File: config.mk
export PLATFORM = sky130hd
export DESIGN_NAME = note_sequencer
export DESIGN_NICKNAME = d
export VERILOG_FILES = /design/src/rtl/music_pkg.sv /design/src/rtl/note_sequencer_beat_timer.sv /design/src/rtl/note_sequencer.sv
export SDC_FILE = /design/constraint.sdc
export NUM_CORES = 1
export LEC_CHECK = 0
export CELL_PAD_IN_SITES_DETAIL_PLACEMENT = 1
export CELL_PAD_IN_SITES_GLOBAL_PLACEMENT = 2
export CORE_MARGIN = 1
export CORE_UTILIZATION = 31
export DETAILED_ROUTE_END_ITERATION = 8
export HOLD_SLACK_MARGIN = 0.1
export PLACE_DENSITY_LB_ADDON = 0.1
export SYNTH_ARGS = -nofsm -noshare
export SYNTH_HDL_FRONTEND = slang
export SYNTH_SLANG_ARGS = --single-unit
File: constraint.sdc
create_clock -name clk -period 2.2 [get_ports clk]
set_clock_uncertainty 0.05 [all_clocks]
set_input_delay 0.33 -clock clk [delete_from_list [all_inputs] [get_ports clk]]
set_output_delay 0.33 -clock clk [all_outputs]
set_load 0.1 [all_outputs]
File: src/rtl/music_pkg.sv
// Shared definitions for the note recorder/player: FSM state encoding and
// default memory depth.
package music_pkg;

    typedef enum logic [1:0] {
        IDLE    = 2'd0,
        LOAD    = 2'd1,
        RELEASE = 2'd2,
        PLAY    = 2'd3
    } state_t;

    localparam int MAX_NOTES_DEFAULT = 16;
    localparam int COUNT_W           = 5;
    localparam int ADDR_W            = 4;

endpackage

File: src/rtl/note_sequencer_beat_timer.sv
// Beat timer: counts 0..NOTE_CYCLES-1 while enabled and flags the last
// cycle of each beat with a one-cycle terminal-count strobe.
module beat_timer #(
    parameter int NOTE_CYCLES = 25000000
) (
    input  logic clk,
    input  logic reset,
    input  logic clr,
    input  logic en,
    output logic tc
);

    localparam int W = (NOTE_CYCLES > 1) ? $clog2(NOTE_CYCLES) : 1;
    localparam logic [W-1:0] LAST = W'(NOTE_CYCLES - 1);

    logic [W-1:0] count;
    logic         at_last;

    assign at_last = (count == LAST);
    assign tc      = en & at_last;

    // Explicit wrap at LAST keeps non-power-of-two beat lengths correct.
    always_ff @(posedge clk) begin
        if (!reset) begin
            count <= '0;
        end else if (clr) begin
            count <= '0;
        end else if (en) begin
            count <= at_last ? '0 : count + W'(1);
        end
    end

endmodule

File: src/rtl/note_sequencer.sv
// Record/playback sequencer: key edge detection, the IDLE/LOAD/RELEASE/PLAY
// controller and registered datapath strobes.
module note_sequencer
    import music_pkg::*;
#(
    parameter int NOTE_CYCLES = 25000000,
    parameter int MAX_NOTES   = MAX_NOTES_DEFAULT
) (
    input  logic               clk,
    input  logic               reset,
    input  logic               rec_key,
    input  logic               play_key,
    input  logic               stop_key,
    output logic               ld_note,
    output logic               ld_play,
    output logic [ADDR_W-1:0]  note_counter,
    output logic               next_note_en,
    output logic               display_note,
    output logic [COUNT_W-1:0] note_count,
    output logic               busy
);

    localparam logic [COUNT_W-1:0] MAX_CNT = COUNT_W'(MAX_NOTES);

    function automatic logic [COUNT_W-1:0] sat_inc(input logic [COUNT_W-1:0] v);
        return (v >= MAX_CNT) ? MAX_CNT : v + COUNT_W'(1);
    endfunction

    state_t state, state_nx;

    logic rec_q, play_q, stop_q;
    logic rec_edge, play_edge, stop_edge;
    logic load_min, load_min_nx;
    logic [COUNT_W-1:0] note_count_nx;
    logic [ADDR_W-1:0]  note_counter_nx;
    logic next_note_nx, display_nx;
    logic tc, timer_clr, timer_en, last_note;

    assign rec_edge  = rec_key  & ~rec_q;
    assign play_edge = play_key & ~play_q;
    assign stop_edge = stop_key & ~stop_q;

    assign last_note = ({1'b0, note_counter} == (note_count - COUNT_W'(1)));
    assign timer_en  = (state == PLAY);
    assign timer_clr = (state != PLAY) | tc;

    beat_timer #(
        .NOTE_CYCLES(NOTE_CYCLES)
    ) u_beat_timer (
        .clk  (clk),
        .reset(reset),
        .clr  (timer_clr),
        .en   (timer_en),
        .tc   (tc)
    );

    always_comb begin
        state_nx        = state;
        load_min_nx     = load_min;
        note_count_nx   = note_count;
        note_counter_nx = note_counter;
        next_note_nx    = 1'b0;
        display_nx      = 1'b0;

        unique case (state)
            IDLE: begin
                if (stop_edge) begin
                    note_count_nx = '0;
                end else if (play_edge) begin
                    if (note_count != '0) begin
                        state_nx     = PLAY;
                        next_note_nx = 1'b1;
                    end
                end else if (rec_edge && (note_count < MAX_CNT)) begin
                    state_nx    = LOAD;
                    load_min_nx = 1'b0;
                end
            end
            LOAD: begin
                // load_min marks that the 2-cycle minimum store pulse has elapsed.
                load_min_nx = 1'b1;
                if (stop_edge) begin
                    state_nx = IDLE;
                end else if (!rec_key && load_min) begin
                    state_nx      = RELEASE;
                    display_nx    = 1'b1;
                    note_count_nx = sat_inc(note_count);
                end
            end
            RELEASE: begin
                state_nx = IDLE;
            end
            PLAY: begin
                if (stop_edge) begin
                    state_nx = IDLE;
                end else if (tc) begin
                    if (last_note) begin
                        state_nx = IDLE;
                    end else begin
                        note_counter_nx = note_counter + ADDR_W'(1);
                        next_note_nx    = 1'b1;
                    end
                end
            end
            default: state_nx = IDLE;
        endcase

        if (state_nx != PLAY) begin
            note_counter_nx = '0;
        end
    end

    always_ff @(posedge clk) begin
        if (!reset) begin
            state        <= IDLE;
            rec_q        <= 1'b0;
            play_q       <= 1'b0;
            stop_q       <= 1'b0;
            load_min     <= 1'b0;
            ld_note      <= 1'b0;
            ld_play      <= 1'b0;
            note_counter <= '0;
            next_note_en <= 1'b0;
            display_note <= 1'b0;
            note_count   <= '0;
            busy         <= 1'b0;
        end else begin
            state        <= state_nx;
            rec_q        <= rec_key;
            play_q       <= play_key;
            stop_q       <= stop_key;
            load_min     <= load_min_nx;
            ld_note      <= (state_nx == LOAD);
            ld_play      <= (state_nx == PLAY);
            note_counter <= note_counter_nx;
            next_note_en <= next_note_nx;
            display_note <= display_nx;
            note_count   <= note_count_nx;
            busy         <= (state_nx != IDLE);
        end
    end

endmodule

# Yosys cells after proc, flatten, opt, wreduce, memory -nomap -nowiden
# Cells that the tools add are included.
# classes
n_reduce_logical,13
bitwise_logic,12
eq_ne,15
n_mux,28
n_lt_le_gt_ge,2
addsub,4
# op_table
operator,n
25-bit by 1-bit adder with 25-bit output (second input constant),1
25-bit equality test (second input constant),1
25-bit 2-to-1 mux,1
5-bit 2-to-1 mux,4
2-bit 2-to-1 mux,9
2-bit != test (second input constant),8
4-bit AND reduction,3
1-bit 2-to-1 mux,10
5-bit case mux with 2 select lines,1
2-bit case mux with 4 select lines,1
1-bit NOT,7
2-bit equality test (second input constant),3
5-bit by 1-bit adder with 5-bit output (second input constant),1
4-bit by 5-bit equality test with 1-bit output,1
5-bit >= comparator (second input constant),1
5-bit less-than comparator (second input constant),1
5-bit nonzero test,1
5-bit by 1-bit subtractor with 5-bit output (second input constant),1
4-bit by 1-bit adder with 4-bit output (second input constant),1
1-bit bitwise AND,4
2-bit by 1-bit equality test with 1-bit output (second input constant),2
1-bit case mux with 2 select lines,2
2-bit nonzero test,2
2-bit OR reduction,2
5 further kinds,6
# word_totals
out_inout_bits,14
register_bits,45
elab_cells,87
input_bits,5

# Longest topological paths before layout
# logic_depth
word_depth,9
ltp_mapped,9
ltp_nobuf,8

# Hierarchy
# From an unflattened synthesis, not the netlist that was laid out.
# unflattened
hier_cells,263
hier_area_um2,2277.2
# modules_own_cells
module,instances,cells_per_inst,area_per_inst_um2,seq_area_each_um2
beat_timer,1,139,1212.4,500.5
note_sequencer,1,124,1064.8,400.4

# Worst setup path before layout
# OpenSTA, ideal clock, no wires.
# synth_timing
kind,register to register
from,register note_count[0]
to,register note_counter[3]
synth_period_minus_slack_ps,2979
path_buffers,1
setup_slack_ps,-779
t_arrival_ps,2849
setup_time_ps,80
path_stages_with_launch,10
t_required_ps,2070
cell_sequence,dfxtp_1 -> inv_1 -> ha_1 -> xor2_1 -> nand3_1 -> nor4_1 -> or3_1 -> buf_2 -> or3_1 -> a211oi_2
# synth_via
elab_chain_len,8
word_cells_on_any_way,17
cone_classes,add/sub: 1; order compare: 1; eq/ne: 2; mux: 8; bitwise: 1; reduce/logical: 4
# synth_lines
element,line,text
start: declaration,note_sequencer.sv:19,"output logic [COUNT_W-1:0] note_count,"
start signal: assignment,note_sequencer.sv:138,note_count <= note_count_nx;
5-bit by 1-bit subtractor with 5-bit output or 5-bit less-than comparator (tied branches),"note_sequencer.sv:43, note_sequencer.sv:74",
4-bit by 5-bit equality test with 1-bit output or 1-bit logical AND (tied branches),"note_sequencer.sv:43, note_sequencer.sv:74",
2-bit 2-to-1 mux (on tied branches),"note_sequencer.sv:97, note_sequencer.sv:74",
2-bit 2-to-1 mux (on tied branches),"note_sequencer.sv:96, note_sequencer.sv:69",
2-bit 2-to-1 mux (on tied branches),"note_sequencer.sv:94, note_sequencer.sv:67",
2-bit case mux with 4 select lines,note_sequencer.sv:65,unique case (state)
2-bit != test,note_sequencer.sv:108,if (state_nx != PLAY) begin
2-bit OR reduction (no source line),--,
end signal: assignment,note_sequencer.sv:135,note_counter <= note_counter_nx;
end: declaration,note_sequencer.sv:16,"output logic [ADDR_W-1:0] note_counter,"
# Several ways; a longest one is shown, not always the timed one.
# A chain may end at the register's enable or synchronous reset.

# Worst setup path in the final report
# layout_timing
from,register u_beat_timer.count[17]
to,register note_counter[3]
# layout_via
elab_chain_len,7
word_cells_on_any_way,8
cone_classes,eq/ne: 2; mux: 3; bitwise: 1; reduce/logical: 2
# layout_lines
element,line,text
start: declaration,note_sequencer_beat_timer.sv:16,logic [W-1:0] count;
start signal: assignment,note_sequencer_beat_timer.sv:29,count <= at_last ? '0 : count + W'(1);
25-bit equality test (*),note_sequencer_beat_timer.sv:19,assign at_last = (count == LAST);
1-bit bitwise AND (*),note_sequencer_beat_timer.sv:20,assign tc = en & at_last;
2-bit 2-to-1 mux,note_sequencer.sv:96,end else if (tc) begin
2-bit 2-to-1 mux,note_sequencer.sv:94,if (stop_edge) begin
2-bit case mux with 4 select lines,note_sequencer.sv:65,
2-bit != test,note_sequencer.sv:108,
2-bit OR reduction (no source line),--,
# Mark *: on every way between the ends. The rest lies on a longest branch, timed or not.

==> flow_summary.json <==
{
  "syn-instance-count": 253,
  "synth_fp_nets": 265,
  "synth-seq-cells": 45,
  "gp_congestion": 0.791,
  "grt_pass1_wl_microns": 9630,
  "worst_pin_slew_ns": 0.381,
  "critPathCapture": "note_counter[3]",
  "synth_edf_count": 0,
  "hold_slack_ns": 0.409,
  "drtIter0Drc": 72,
  "cts_made_buffers": 5,
  "max_freq_mhz": 455,
  "min_period_ns": 2.20,
  "endpoint_kind": "flip-flop",
  "fin_crit_sh_pct": 99.9,
  "final_cell_mix": "58 x buf_4, 35 x nor2_1, 30 x dfxtp_1",
  "r2r-end": "note_counter[3]",
  "timing.slew.headroom_pct": 73.9,
  "vias_per_cell": 4.78,
  "final-max-slew-violation-count": 0,
  "worstHoldPathType": "flip-flop to flip-flop",
  "synth_top_area_share_pct": 41.0,
  "first_pass_iters": 4,
  "critPathKind": "flip-flop to flip-flop",
  "yosysWarningCount": 0,
  "grt_pass1_vias": 1951,
  "ff2ff_setup_slack_ns": 0.001,
  "cts_hold_buf": 0,
  "nNetsFinal": 326,
  "die-width_microns": 86.2,
  "start_util_pct": 32.1,
  "root_buffer": "clkbuf_8",
  "fill_cells": 830,
  "ir_drop_mv": 0.254,
  "holdCritStartpoint": "u_beat_timer.count[0]",
  "wire_per_inst_microns": 13.6,
  "rsz0062_at_grt": "yes",
  "portBuffers": 18,
  "yosys.area.top_type": "dfxtp_1",
  "power.leakage_nw": 1.14,
  "grt.overflow.total": 0,
  "drt_wl_total_microns": 5600,
  "die-area_sq_um": 7420,
  "netlist_area_sq_um": 2200,
  "ys_top_cells_by_area": "dfxtp_1 41%, nor2_1 6.0%, xor2_1 6.0%",
  "h-tree-depth": 2,
  "vias": 1965,
  "track_usage_pct": 16.6,
  "antenna_cells": 0,
  "clk_pin_slew_ns": 0.09,
  "async_reset_ff_share_pct": 0,
  "hold_violations": 0,
  "critPathLaunch": "u_beat_timer.count[17]",
  "path_max_fanout": 2,
  "area_delta_synth_final_pct": 33.7,
  "die_y_microns": 86.2,
  "grt_max_degree": 25,
  "layout_commonest_cell": "buf_4",
  "status": "finished clean",
  "dp_hpwl_microns": 4320,
  "ff2ff_path_depth": 6,
  "seq_area_frac_synth_pct": 41.0,
  "drive_above_1_share_pct": 29.5,
  "maxCapViolCount": 0,
  "num_rows": 30,
  "timing.rr.start": "u_beat_timer.count[17]",
  "cp-start-kind": "flip-flop",
  "arrival_ns": 2.37,
  "syn_avg_cell_area_sq_um": 8.68,
  "tns_ns": 0,
  "ant_nets": 0,
  "synth_cell_types": 44,
  "powerDensity_nw_per_um2": 479,
  "core-area_sq_um": 6830,
  "required_ns": 2.37,
  "cts_buffer_depth": 2,
  "clk_latency_ns": 0.30,
  "synth-main-ff-cell": "dfxtp_1",
  "final-setup-viol-count": 0,
  "cts_tree": "yes",
  "cts.sinks": 45,
  "antenna_found_initial": 0,
  "io_pins": 19,
  "drc_errors": 0
}
per-layer routing:
layer / GRT usage [%] / vias to the layer above / share of wire (%)
met5: 0 / - / 0
met4: 3.64 / 0 / 0.75
met3: 3.18 / 5 / 2.5
met2: 24.7 / 24 / 44
met1: 24.6 / 935 / 53
li1: - / 1001 / -
cells in the mapped netlist, types with 2 or more instances:
cell       n
o21ai_0    5
xor2_1    15
nand4_1    6
inv_1      9
xnor2_1   12
and3_1     6
and4_1     3
nand3_1   21
nor4b_1    2
mux2i_1    2
a21oi_1    8
or3b_1     2
nor3_1    10
nand3b_1   2
dfxtp_1   45
nor4_1     3
ha_1       7
nand2b_1   4
nand2_1   14
clkbuf_1   8
and2_1     6
a22o_1     2
nor2_1    35
or3_1      5
nor2b_1    2
cell families after synthesis:
kind of cell	after synthesis	share of synthesized area, %
XOR/XNOR	28	11.8
flip-flops	45	41.0
adder cells (fa/ha/maj)	7	3.99
AO/OA/AOI/OAI	25	7.41
multiplexers	2	0.912
buffers and inverters	18	3.13
AND/OR/NAND/NOR	128	31.7
critical path: stages (launching register included):
cell and delay, ns:
dfxtp_2 0.34, nor4b_4 0.29, nand3_1 0.11, or4_4 0.49
or3_4 0.34, or3_4 0.33, a211oi_2 0.17
stage by stage:
stage | std cells | cell area [sq um] | power [mW] | setup WS (ns) | util, %
4_1_cts | 411 | 2920 | 1.43 | 0.00285 | 42.8
2_1_floorplan | 253 | 2270 | 0.895 | -0.0646 | -
3_3_place_gp | 402 | 2830 | 0.930 | -0.00911 | 41.4
3_5_place_dp | 402 | 2830 | 0.930 | -0.0434 | 41.4
5_1_grt | 411 | 2940 | 1.48 | -0.0702 | 43.0
6_report | 411 | 2940 | 1.41 | 0.00138 | 43.0
where the power goes:
group / internal (mW) / switching, mW / leakage (nW)
clock network: 0.214 / 0.280 / 0.0430
registers: 0.816 / 0.00380 / 0.372
logic: 0.0338 / 0.0578 / 0.722
total: 1.06 / 0.341 / 1.14
timing repair:
action / CTS / global route
pin swaps: 2 / 1
setup endpoints to repair: 1 / 3
buffers inserted: 1 / 0
endpoints found under the hold margin: 0 / 0
resized for setup: 3 / 5
gates cloned: 0 / 0
sequential cells by signal, indices dropped and copies added (netlist names):
signal and flops:
u_beat_timer.count 25, note_count 5, note_counter 4, state 2
busy 1, display_note 1, ld_note 1, ld_play 1
load_min 1, next_note_en 1, play_q 1, rec_q 1
stop_q 1
how the worst min path moves through the flow:
stage	to	slack (ns)	cells after the start
3_3_place_gp	u_beat_timer.count[0]	0.39	1
5_1_grt	u_beat_timer.count[0]	0.44	1
2_1_floorplan	u_beat_timer.count[0]	0.37	1
6_report	u_beat_timer.count[0]	0.41	1
4_1_cts	u_beat_timer.count[0]	0.42	1
3_5_place_dp	u_beat_timer.count[0]	0.40	1
cell type report:
type / count / area (sq um) / area share [%]
inverter: 9 / 33.8 / 1.15
multi-input combinational: 190 / 1280 / 43.5
clock inverter: 3 / 12.5 / 0.426
sequential: 45 / 930 / 31.7
clock buffer: 5 / 68.8 / 2.34
tap: 96 / 120 / 4.09
timing repair buffer: 63 / 495 / 16.9
No activity file was read; power rests on OpenSTA's default activity.
